<file path="src/rtl/fc_argmax_classifier_if.sv">
// Stream interface for the FC-layer argmax stage: neuron beats in, classification result out.
// The master drives beats and accepts results; the slave is the classifier.
interface fc_argmax_classifier_if #(
   parameter int unsigned N  = 32,
   parameter int unsigned CW = 4
);
   logic          in_valid;
   logic          in_ready;
   logic [N-1:0]  in_data;
   logic          in_last;
   logic          out_valid;
   logic          out_ready;
   logic [CW-1:0] out_class;
   logic [N-1:0]  out_score;
   logic          frame_err;

   modport master (
      output in_valid, in_data, in_last, out_ready,
      input  in_ready, out_valid, out_class, out_score, frame_err
   );

   modport slave (
      input  in_valid, in_data, in_last, out_ready,
      output in_ready, out_valid, out_class, out_score, frame_err
   );
endinterface

</file>
<file path="src/rtl/fc_argmax_classifier.sv">
// Argmax over one frame of sign-magnitude FC neuron outputs, with optional ReLU.
// Reports the winning class index and score once per frame; flags malformed frames.
module fc_argmax_classifier #(
   parameter int unsigned NUM_CLASSES = 10,
   parameter int unsigned N           = 32,
   parameter int unsigned Q           = 15,
   parameter bit          RELU_EN     = 1'b1,
   parameter int unsigned CW          = $clog2(NUM_CLASSES)
) (
   input  logic                    clk,
   input  logic                    rst,
   fc_argmax_classifier_if.slave   bus
);

   if (NUM_CLASSES < 2 || Q >= N) begin : g_bad_params
      $error("fc_argmax_classifier: NUM_CLASSES must be >= 2 and Q < N");
   end

   typedef enum logic {
      ST_ACCUM,
      ST_HOLD
   } state_t;

   localparam logic [CW-1:0] LAST_IDX = CW'(NUM_CLASSES - 1);

   state_t        r_state;
   logic [CW-1:0] r_count;
   logic [N-1:0]  r_max;
   logic [CW-1:0] r_idx;
   logic          r_out_valid;
   logic [CW-1:0] r_out_class;
   logic [N-1:0]  r_out_score;
   logic          r_frame_err;

   logic [N-1:0]  w_v;
   logic          w_gt;
   logic          w_first;
   logic          w_beat;
   logic          w_at_end;
   logic [N-1:0]  w_nmax;
   logic [CW-1:0] w_nidx;

   // Negatives (under ReLU) and both zero encodings collapse to all-zeros,
   // so the compare below never sees -0.
   always_comb begin
      w_v = bus.in_data;
      if ((RELU_EN && bus.in_data[N-1]) || (bus.in_data[N-2:0] == '0)) begin
         w_v = '0;
      end
   end

   always_comb begin
      w_gt = 1'b0;
      if (w_v[N-1] != r_max[N-1]) begin
         w_gt = r_max[N-1];
      end else if (!w_v[N-1]) begin
         w_gt = (w_v[N-2:0] > r_max[N-2:0]);
      end else begin
         w_gt = (w_v[N-2:0] < r_max[N-2:0]);
      end
   end

   always_comb begin
      w_first  = (r_count == '0);
      w_beat   = bus.in_valid && (r_state == ST_ACCUM);
      w_at_end = (r_count == LAST_IDX);
      w_nmax   = (w_first || w_gt) ? w_v : r_max;
      w_nidx   = w_first ? '0 : (w_gt ? r_count : r_idx);
   end

   always_ff @(posedge clk) begin
      if (rst) begin
         r_state     <= ST_ACCUM;
         r_count     <= '0;
         r_max       <= '0;
         r_idx       <= '0;
         r_out_valid <= 1'b0;
         r_out_class <= '0;
         r_out_score <= '0;
         r_frame_err <= 1'b0;
      end else begin
         r_frame_err <= 1'b0;
         case (r_state)
            ST_ACCUM: begin
               if (w_beat) begin
                  r_max <= w_nmax;
                  r_idx <= w_nidx;
                  if (w_at_end && bus.in_last) begin
                     r_out_class <= w_nidx;
                     r_out_score <= w_nmax;
                     r_out_valid <= 1'b1;
                     r_count     <= '0;
                     r_state     <= ST_HOLD;
                  end else if (w_at_end || bus.in_last) begin
                     r_frame_err <= 1'b1;
                     r_count     <= '0;
                  end else begin
                     r_count <= r_count + CW'(1);
                  end
               end
            end
            ST_HOLD: begin
               if (bus.out_ready) begin
                  r_out_valid <= 1'b0;
                  r_state     <= ST_ACCUM;
               end
            end
         endcase
      end
   end

   assign bus.in_ready  = (r_state == ST_ACCUM);
   assign bus.out_valid = r_out_valid;
   assign bus.out_class = r_out_class;
   assign bus.out_score = r_out_score;
   assign bus.frame_err = r_frame_err;

endmodule

</file>
<file path="src/flat_wrapper.sv">
// flat-port wrapper written by rule: the top's interface ports become plain ports
module fc_argmax_classifier_flat 
#(
   parameter int unsigned NUM_CLASSES = 10,
   parameter int unsigned N           = 32,
   parameter int unsigned Q           = 15,
   parameter bit          RELU_EN     = 1'b1,
   parameter int unsigned CW          = $clog2(NUM_CLASSES)
)
  (clk, rst, bus_in_valid, bus_in_data, bus_in_last, bus_out_ready, bus_in_ready, bus_out_valid, bus_out_class, bus_out_score, bus_frame_err);
  fc_argmax_classifier_if #(.N(N), .CW(CW)) bus_i ();
  input  logic clk;
  input  logic rst;
  input wire logic [$bits(bus_i.in_valid)-1:0] bus_in_valid;
  input wire logic [$bits(bus_i.in_data)-1:0] bus_in_data;
  input wire logic [$bits(bus_i.in_last)-1:0] bus_in_last;
  input wire logic [$bits(bus_i.out_ready)-1:0] bus_out_ready;
  output wire logic [$bits(bus_i.in_ready)-1:0] bus_in_ready;
  output wire logic [$bits(bus_i.out_valid)-1:0] bus_out_valid;
  output wire logic [$bits(bus_i.out_class)-1:0] bus_out_class;
  output wire logic [$bits(bus_i.out_score)-1:0] bus_out_score;
  output wire logic [$bits(bus_i.frame_err)-1:0] bus_frame_err;
  assign bus_i.in_valid = bus_in_valid;
  assign bus_i.in_data = bus_in_data;
  assign bus_i.in_last = bus_in_last;
  assign bus_i.out_ready = bus_out_ready;
  assign bus_in_ready = bus_i.in_ready;
  assign bus_out_valid = bus_i.out_valid;
  assign bus_out_class = bus_i.out_class;
  assign bus_out_score = bus_i.out_score;
  assign bus_frame_err = bus_i.frame_err;
  fc_argmax_classifier #(.NUM_CLASSES(NUM_CLASSES), .N(N), .Q(Q), .RELU_EN(RELU_EN), .CW(CW)) u_core (.clk(clk), .rst(rst), .bus(bus_i));
endmodule
</file>
<file path="config.mk">
export PLATFORM = sky130hd
export DESIGN_NAME = fc_argmax_classifier_flat
export DESIGN_NICKNAME = d
export VERILOG_FILES = /design/src/rtl/fc_argmax_classifier_if.sv /design/src/rtl/fc_argmax_classifier.sv /design/src/flat_wrapper.sv
export SDC_FILE = /design/constraint.sdc
export NUM_CORES = 1
export LEC_CHECK = 0
export CAP_MARGIN = 20
export CORE_MARGIN = 8
export CORE_UTILIZATION = 58
export DETAILED_ROUTE_END_ITERATION = 6
export PLACE_DENSITY = 0.86
export SETUP_SLACK_MARGIN = 0.5
export SYNTH_ARGS = -nofsm -noshare
export SYNTH_HDL_FRONTEND = slang
export SYNTH_SLANG_ARGS = --single-unit
</file>
<file path="constraint.sdc">
create_clock -name clk -period 5.8 [get_ports clk]
set_input_delay 0.58 -clock clk [delete_from_list [all_inputs] [get_ports clk]]
set_output_delay 0.58 -clock clk [all_outputs]
set_load 0.01 [all_outputs]
</file>
Yosys cells after proc, flatten, opt, wreduce, memory -nomap -nowiden
Index checks and enable logic that the tools add are counted.

operators by class
  muxes and demuxes = 17
  magnitude comparators = 2
  bitwise logic cells = 2
  equal/unequal tests = 5
  reductions and logical operators = 11
  $add $sub $neg = 1

operators by type and width
  cell                                            number
  two-way mux 32 bit                              2
  > comparator 31 bit                             1
  logical NOT 31 bit                              1
  less-than comparator 31 bit                     1
  two-way mux 4 bit                               4
  two-way mux 1 bit                               9
  AND reduction 3 bit                             2
  adder 4 x 1 -> 4 bit (second input constant)    1
  equality test 4 bit (second input constant)     1
  logical NOT 4 bit                               1
  != test 2 x 1 -> 1 bit (second input constant)  2
  one-hot mux 1 bit (2 select lines)              2
  OR reduction 4 bit                              1
  logical OR 1 bit                                3
  logical AND 1 bit                               2
  != test 2 bit (second input constant)           1
  inverter 1 bit                                  2
  AND reduction 2 bit                             1
  != test 1 bit                                   1

storage, ports and cells
  register bits after elaboration = 79
  bits of input ports = 37
  word-level logic and storage cells = 46

Longest topological paths before layout
Gate-level depths: netlist of the first run.

  depth in word-level cells = 8
  depth in mapped cells = 17

Worst setup path after synthesis of the first run
OpenSTA, ideal clock, no wires.

  path kind = input to register
  start point = in bus_in_data[23]
  end point = reg u_core.r_max[0]
  path buffers = 2
  setup slack = 1958 ps
  cell stages on the path = 15
  arrival time = 3721 ps
  library setup time = 121 ps
  required time = 5679 ps
  path through = or4_1 -> nor4_1 -> a41oi_1 -> clkbuf_1 -> buf_2 -> nand2_1 -> inv_1 -> ha_1 -> nand4_1 -> nor4_2 -> nand2_1 -> o211a_2 -> o21a_1 -> a21oi_2 -> mux2_2

between the ends
  word-level cells in the longest chain between the ends = 8
  elaborated cells between the ends (all ways) = 10
  classes of those cells = 2 x order compare; 1 x eq/ne; 4 x mux; 3 x reduce/logical

ends and longest elaborated chain
  element                                                                    line                                                    text
  start: declaration                                                         flat_wrapper.sv:15                                      input wire logic [$bits(bus_i.in_data)-1:0] bus_in_data;
  logical NOT 31 bit                                                         fc_argmax_classifier.sv:47                              if ((RELU_EN && bus.in_data[N-1]) || (bus.in_data[N-2:0] == '0)) begin
  logical OR 1 bit                                                           fc_argmax_classifier.sv:47
  two-way mux 32 bit *                                                       fc_argmax_classifier.sv:47
  > comparator 31 bit / less-than comparator 31 bit (equally long branches)  fc_argmax_classifier.sv:57, fc_argmax_classifier.sv:59
  two-way mux 1 bit                                                          fc_argmax_classifier.sv:56                              end else if (!w_v[N-1]) begin
  two-way mux 1 bit                                                          fc_argmax_classifier.sv:54                              if (w_v[N-1] != r_max[N-1]) begin
  logical OR 1 bit                                                           fc_argmax_classifier.sv:67                              w_nmax = (w_first || w_gt) ? w_v : r_max;
  two-way mux 32 bit *                                                       fc_argmax_classifier.sv:67
  end signal: assignment                                                     fc_argmax_classifier.sv:86                              r_max <= w_nmax;
  end: declaration                                                           fc_argmax_classifier.sv:28                              logic [N-1:0] r_max;

Mark *: on every way between the ends. The rest lies on a longest branch, timed or not.
A chain may end at the register's enable or synchronous reset.

Final worst setup path of the first run
  start point = in bus_in_data[23]
  end point = reg u_core.r_max[7]

Same word-level chain as after synthesis.

==> out/qor.yml, run 1 <==
outcome:
  status: "finished, final reports clean"
placed_design:
  dp_hpwl_mm: 8.46
  io_buffers: 75
  dpl_cell_area_um2: 5330
  gp_congestion: 0.867
clock_tree:
  cts_buffer_depth: 2
  numCtsBuffers: 9
  htreeDepth: 3
  clk_pin_slew_ns: 0.08
  clock_latency_ns: 0.36
  cts_sinks: 79
  root_buffer: "clkbuf_8"
  cts_tree: "built"
  cts_setup_buffers: 0
grt:
  global_route.overflow_total: 0
  antenna_found_initial: 0
  grt_usage_pct: 22.4
  grt_max_degree: 74
  grt_pass1_wl_mm: 20.8
  grt_pass1_vias: 4407
detailed_routing:
  wl_per_cell_um: 17.2
  vias_per_cell: 6.32
  wirelength_mm: 12.4
  drt_iter0_drc: 299
  vias: 4584
  antenna_left: 0
  drc: 0
  drt_first_pass_iters: 6
power:
  clkPwrFrac_pct: 36.4
  peakVddDrop_mv: 0.172
  sw_frac_of_total_pct: 29.1
  fin_total_pwr_mw: 1.29
  switching_power_mw: 0.375
  leakage_nw: 2.06
  pwr-share-comb_pct: 20.2
  power_density_nw_per_um2: 232
  power_frac_seq_pct: 43.4
  p_int_mw: 0.917
timing:
  worst_pin_slew_ns: 0.898
  slew-limit-headroom_pct: 40.0
  rsz0062_at_grt: "false"
  hold_viol: 0
  post-route-min-period_ns: 4.95
  fmax_mhz: 202
  setup_tns_ns: 0
  finalCritPeriodShare_pct: 85.3
  fin_skew_ns: 0.00808
  setup_violations: 0
  drv_slew: 0
finish:
  fillers: 583
  syn_to_final_growth_pct: 23.3
  n_antenna_cell: 0
  final_cell_area_um2: 5570
  num-nets-final: 690
  drive_gt1_share_pct: 6.74
floorplan:
  die_w_um: 104
  initial_core_util_pct: 59.0
  die_height_um: 104
  core_um2: 7650
  ios: 76
  num_rows: 32
  fp.dieArea_um2: 10900
setup_path:
  start_kind: "input port"
  critPathKind: "in -> reg"
  cp.required_ns: 6.01
  crit_fanout: 17
  cp.arrival_ns: 5.15
  worstSetupEndpointType: "flip-flop"
synthesis:
  synth_edf_count: 0
  syn_inst: 570
  syn_area_um2: 4510
  syn-num-nets: 641
  yosys_most_used_dff: "dfxtp_1"
  ys_seq_elements: 79
  synthArstFlopShare_pct: 0
  synthDistinctLibCells: 45
  ys_seq_area_share_pct: 35.0
  ys.warnings.count: 0
  synth.avg_cell_area_um2: 7.92
min_path:
  worstHoldPathType: "reg -> reg"
flow_run:
  drv_cap: 0
==> state kept, by name, summed over array words and instances, names as in the netlist <==
register              count
u_core.bus.out_score     32
u_core.r_max             32
u_core.bus.out_class      4
u_core.r_count            4
u_core.r_idx              4
u_core.bus.frame_err      1
u_core.bus.out_valid      1
u_core.r_state            1
==> layout make-up <==
class	instances	area, µm²	share of cell area [%]
tap	102	128	2.29
multi-input combinational	378	2520	45.2
inverter	64	240	4.32
clock inverter	3	65.1	1.17
timing repair buffer	87	868	15.6
sequential	79	1580	28.4
clock buffer	12	165	2.97
==> final timing paths <==
kind                                       from                      endpoint  slack [ns]  cells after the start
setup reg to reg  u_core.r_max[13]$_SDFFE_PP0P_  u_core.r_max[7]$_SDFFE_PP0P_        3.00                     11
hold reg to reg    u_core.r_idx[0]$_SDFFE_PP0P_  u_core.r_idx[0]$_SDFFE_PP0P_        0.48                      2
hold / removal     u_core.r_idx[0]$_SDFFE_PP0P_  u_core.r_idx[0]$_SDFFE_PP0P_        0.48                      2
setup / recovery                bus_in_data[23]  u_core.r_max[7]$_SDFFE_PP0P_        0.85                     17
==> synth_stat cells, types with 2 or more instances <==
library cell	instances	share of area (%)
nor4_1	9	1.2
nor2b_1	4	0.55
nand3_1	39	4.3
nor3_1	4	0.44
o32ai_1	3	0.58
xor2_1	2	0.39
and4_1	2	0.39
nand4_1	5	0.69
a21o_1	4	0.67
a31oi_1	2	0.28
o211ai_1	2	0.33
ha_1	34	9.4
a311oi_1	32	6.2
and3_1	3	0.42
o31ai_1	31	5.2
a21oi_1	16	1.8
dfxtp_1	79	35
nand2_1	53	4.4
o21ai_2	2	0.39
a211oi_1	2	0.33
xnor2_1	2	0.39
o2111ai_1	30	5.8
nor2_1	45	3.7
o21a_1	2	0.33
inv_2	3	0.25
o21ai_1	12	1.3
clkbuf_1	34	2.8
buf_2	14	1.6
inv_1	61	5.1
o21ai_0	24	2.7
==> metal layers <==
metal  share of wire [%]  track usage (%)  vias up
met5                   0                0        -
met1                  43             27.5     2156
li1                    -                -     2179
met2                  47             36.5      223
met4                 2.4             9.00        0
met3                 7.4             5.58       26
==> power by group through the flow <==
stage / Clock, mW / Sequential [mW] / Combinational [mW]
CTS: 0.474 / 0.560 / 0.252
global placement: 0 / 0.572 / 0.242
finish: 0.471 / 0.561 / 0.261
detailed placement: 0 / 0.573 / 0.251
floorplan: 0 / 0.571 / 0.168
global route: 0.496 / 0.562 / 0.284
==> timing repair <==
action,CTS,global route
gates resized for setup,0,1
endpoints found under the setup margin,0,25
hold buffers,0,0
==> placed cells by master (no fill, tap or decap), types with 16 or more instances in the layout <==
master           count
nand3_1             39
o31ai_1             31
nand2_1             53
nor2_1              45
dfxtp_1             79
clkdlybuf4s50_1     74
a21oi_1             16
o21ai_0             24
inv_1               61
o2111ai_1           30
ha_1                34
a311oi_1            32
==> worst max-delay path: stages <==
cell and delay, ns:
clkdlybuf4s50_1 0.42, or4_1 0.54, nor4_1 0.45, a41oi_2 0.41
buf_4 0.34, nand2_1 0.10, inv_1 0.07, ha_1 0.31
nand4_1 0.17, nor4_2 0.35, nand2_1 0.14, a21oi_1 0.22
o21ai_2 0.09, buf_4 0.21, a21oi_4 0.33, buf_4 0.30
o31ai_1 0.11
==> through the flow <==
step	setup slack [ns]	util (%)	std cells	hold slack, ns
finish	0.851	72.8	725	0.482
global route	0.544	72.8	725	0.499
CTS	0.713	72.7	725	0.480
detailed placement	0.362	69.7	710	0.466
global placement	0.511	69.3	709	0.444
floorplan	1.96	-	570	0.448
==> cell families (layout without fill, tap and decap cells) <==
logic type | after synthesis | after routing | synth area share (%)
compound gates | 169 | 169 | 27.4
xor+xnor | 4 | 4 | 0.776
fa+ha+maj | 34 | 34 | 9.42
buf+inv | 113 | 166 | 9.87
flops | 79 | 79 | 35.0
mux | 1 | 1 | 0.249
simple gates | 170 | 170 | 17.3
No activity file was read; power rests on OpenSTA's default activity.
==> run 2, diff against run 1 <==
RECOVER_POWER = 25   (was default)
==> run 2 against run 1 <==
Clock skew barely moved; setup slack got worse by 0.031 ns; cell count did not move; count of clock-buffer cells in the layout did not move; utilization unchanged; highest routed layer unchanged; sequential share of layout area unchanged; fmax fell by 0.62%; sequential power hardly changed.
==> out/qor.yml, run 2 (synthesis results as in run 1) <==
placed_design:
  io_buffers: 75
  gp_congestion: 0.867
  dp_cells: 710
  dp_hpwl_mm: 8.46
finish:
  n_antenna_cell: 0
  final_common_cell: "dfxtp_1"
  drive_gt1_share_pct: 6.74
  fillers: 583
  syn_to_final_growth_pct: 23.3
  utilization_pct: 72.8
  layout_common_cells: "dfxtp_1 (79), inv_1 (61), nand2_1 (53)"
  num-nets-final: 690
  stdcell_count: 725
timing:
  rsz0062_at_grt: "false"
  setup_tns_ns: 0
  fin_skew_ns: 0.00820
  worst_pin_slew_ns: 0.895
  fmax_mhz: 201
  slew-limit-headroom_pct: 40.2
  drv_slew: 0
  hold_viol: 0
  setup_violations: 0
  post-route-min-period_ns: 4.98
  finalCritPeriodShare_pct: 85.9
setup_path:
  cpMostUsedCell: "buf_4"
  crit_fanout: 17
  cp_slowest_stage_delay_ns: 0.54
  worst_path_max_delay_cell: "or4_1"
  cp.arrival_ns: 5.19
  worstSetupEndpointType: "flip-flop"
  crit_chain: "clkdlybuf4s50_1 -> or4_1 -> nor4_1 -> a41oi_2 -> buf_4 -> nand2_1 -> inv_1 -> ha_1 -> nand4_1 -> nor4_2 -> nand2_1 -> a21oi_1 -> o21ai_2 -> buf_4 -> a21oi_4 -> buf_4 -> o31ai_1"
  cp.required_ns: 6.01
  crit_buf_inv: 5
  critPathKind: "in -> reg"
  start_kind: "input port"
  cp_top_family: "simple AND/OR/NAND/NOR gates"
flow_run:
  drv_cap: 0
floorplan:
  die_w_um: 104
  fp.dieArea_um2: 10900
  num_rows: 32
  die_height_um: 104
  ios: 76
  initial_core_util_pct: 59.0
  core_um2: 7650
clock_tree:
  cts_tree: "built"
  clock_latency_ns: 0.36
  root_buffer: "clkbuf_8"
  clk_pin_slew_ns: 0.07
  cts-resized-gates: 0
  htreeDepth: 3
  numCtsBuffers: 9
  cts_setup_buffers: 0
  cts_buffer_depth: 2
  cts_sinks: 79
  cts_hold_buf: 0
grt:
  global_route.overflow_total: 0
  grt_pass1_vias: 4407
  antenna_found_initial: 0
  grt_usage_pct: 22.4
  grt_max_degree: 74
  grt_pass1_wl_mm: 20.8
power:
  peakVddDrop_mv: 0.172
  fin_total_pwr_mw: 1.29
  switching_power_mw: 0.376
  sw_frac_of_total_pct: 29.1
  power_density_nw_per_um2: 232
  leakage_nw: 2.16
  p_int_mw: 0.917
  clkPwrFrac_pct: 36.5
  power_frac_seq_pct: 43.4
  pwr-share-comb_pct: 20.1
detailed_routing:
  vias_per_cell: 6.34
  drc: 0
  wirelength_mm: 12.4
  drt_first_pass_iters: 5
  vias: 4596
  wl_per_cell_um: 17.1
  drt_iter0_drc: 300
  antenna_left: 0
outcome:
  status: "finished, final reports clean"
min_path:
  worstHoldPathType: "reg -> reg"
-- run 2: through the flow --
stage	worst slack, ns	cell area (µm²)	hold slack (ns)
2_1_floorplan	1.96	4510	0.448
3_3_place_gp	0.511	5300	0.444
3_5_place_dp	0.362	5330	0.466
4_1_cts	0.713	5560	0.480
5_1_grt	0.544	5570	0.499
6_report	0.820	5570	0.482
-- run 2: path summary, 6_finish.rpt --
| check | slack, ns | cells past startpoint | from | endpoint |
|---|---|---|---|---|
| max reg2reg | 2.98 | 11 | u_core.r_max[29]$_SDFFE_PP0P_ | u_core.r_max[7]$_SDFFE_PP0P_ |
| max | 0.82 | 17 | bus_in_data[23] | u_core.r_max[7]$_SDFFE_PP0P_ |
| min | 0.48 | 2 | u_core.bus.out_valid$_SDFFE_PP0P_ | u_core.bus.out_valid$_SDFFE_PP0P_ |
| min reg2reg | 0.48 | 2 | u_core.bus.out_valid$_SDFFE_PP0P_ | u_core.bus.out_valid$_SDFFE_PP0P_ |
-- run 2: power groups by stage --
stage / combinational [mW] / clock, mW / sequential, mW
finish: 0.260 / 0.472 / 0.561
global route: 0.284 / 0.496 / 0.562
CTS: 0.252 / 0.474 / 0.560
detailed placement: 0.251 / 0 / 0.573
global placement: 0.242 / 0 / 0.572
floorplan: 0.168 / 0 / 0.571
-- run 2: final cells by class --
class | count | area, µm² | area share, %
well taps | 102 | 128 | 2.29
clock inverters | 3 | 65.1 | 1.17
inverters | 64 | 240 | 4.32
flip-flops and latches | 79 | 1580 | 28.4
clock buffers | 12 | 165 | 2.97
multi-input cells | 378 | 2520 | 45.2
repair buffers | 87 | 868 | 15.6
-- run 2: worst min-delay path: cells and delay by family, from the launching register on --
kind | cells | cell delay [ns]
simple gates | 1 | 0.06
flops | 1 | 0.31
compound gates | 1 | 0.06
-- run 2: routing by layer --
layer | up-vias | GRT usage, % | routed length, µm | share of wire [%]
met4 | 0 | 9.00 | 269 | 2.2
li1 | 2184 | - | - | -
met1 | 2149 | 27.5 | 5210 | 42
met5 | - | 0 | 0 | 0
met3 | 23 | 5.58 | 1060 | 8.5
met2 | 240 | 36.5 | 5880 | 47
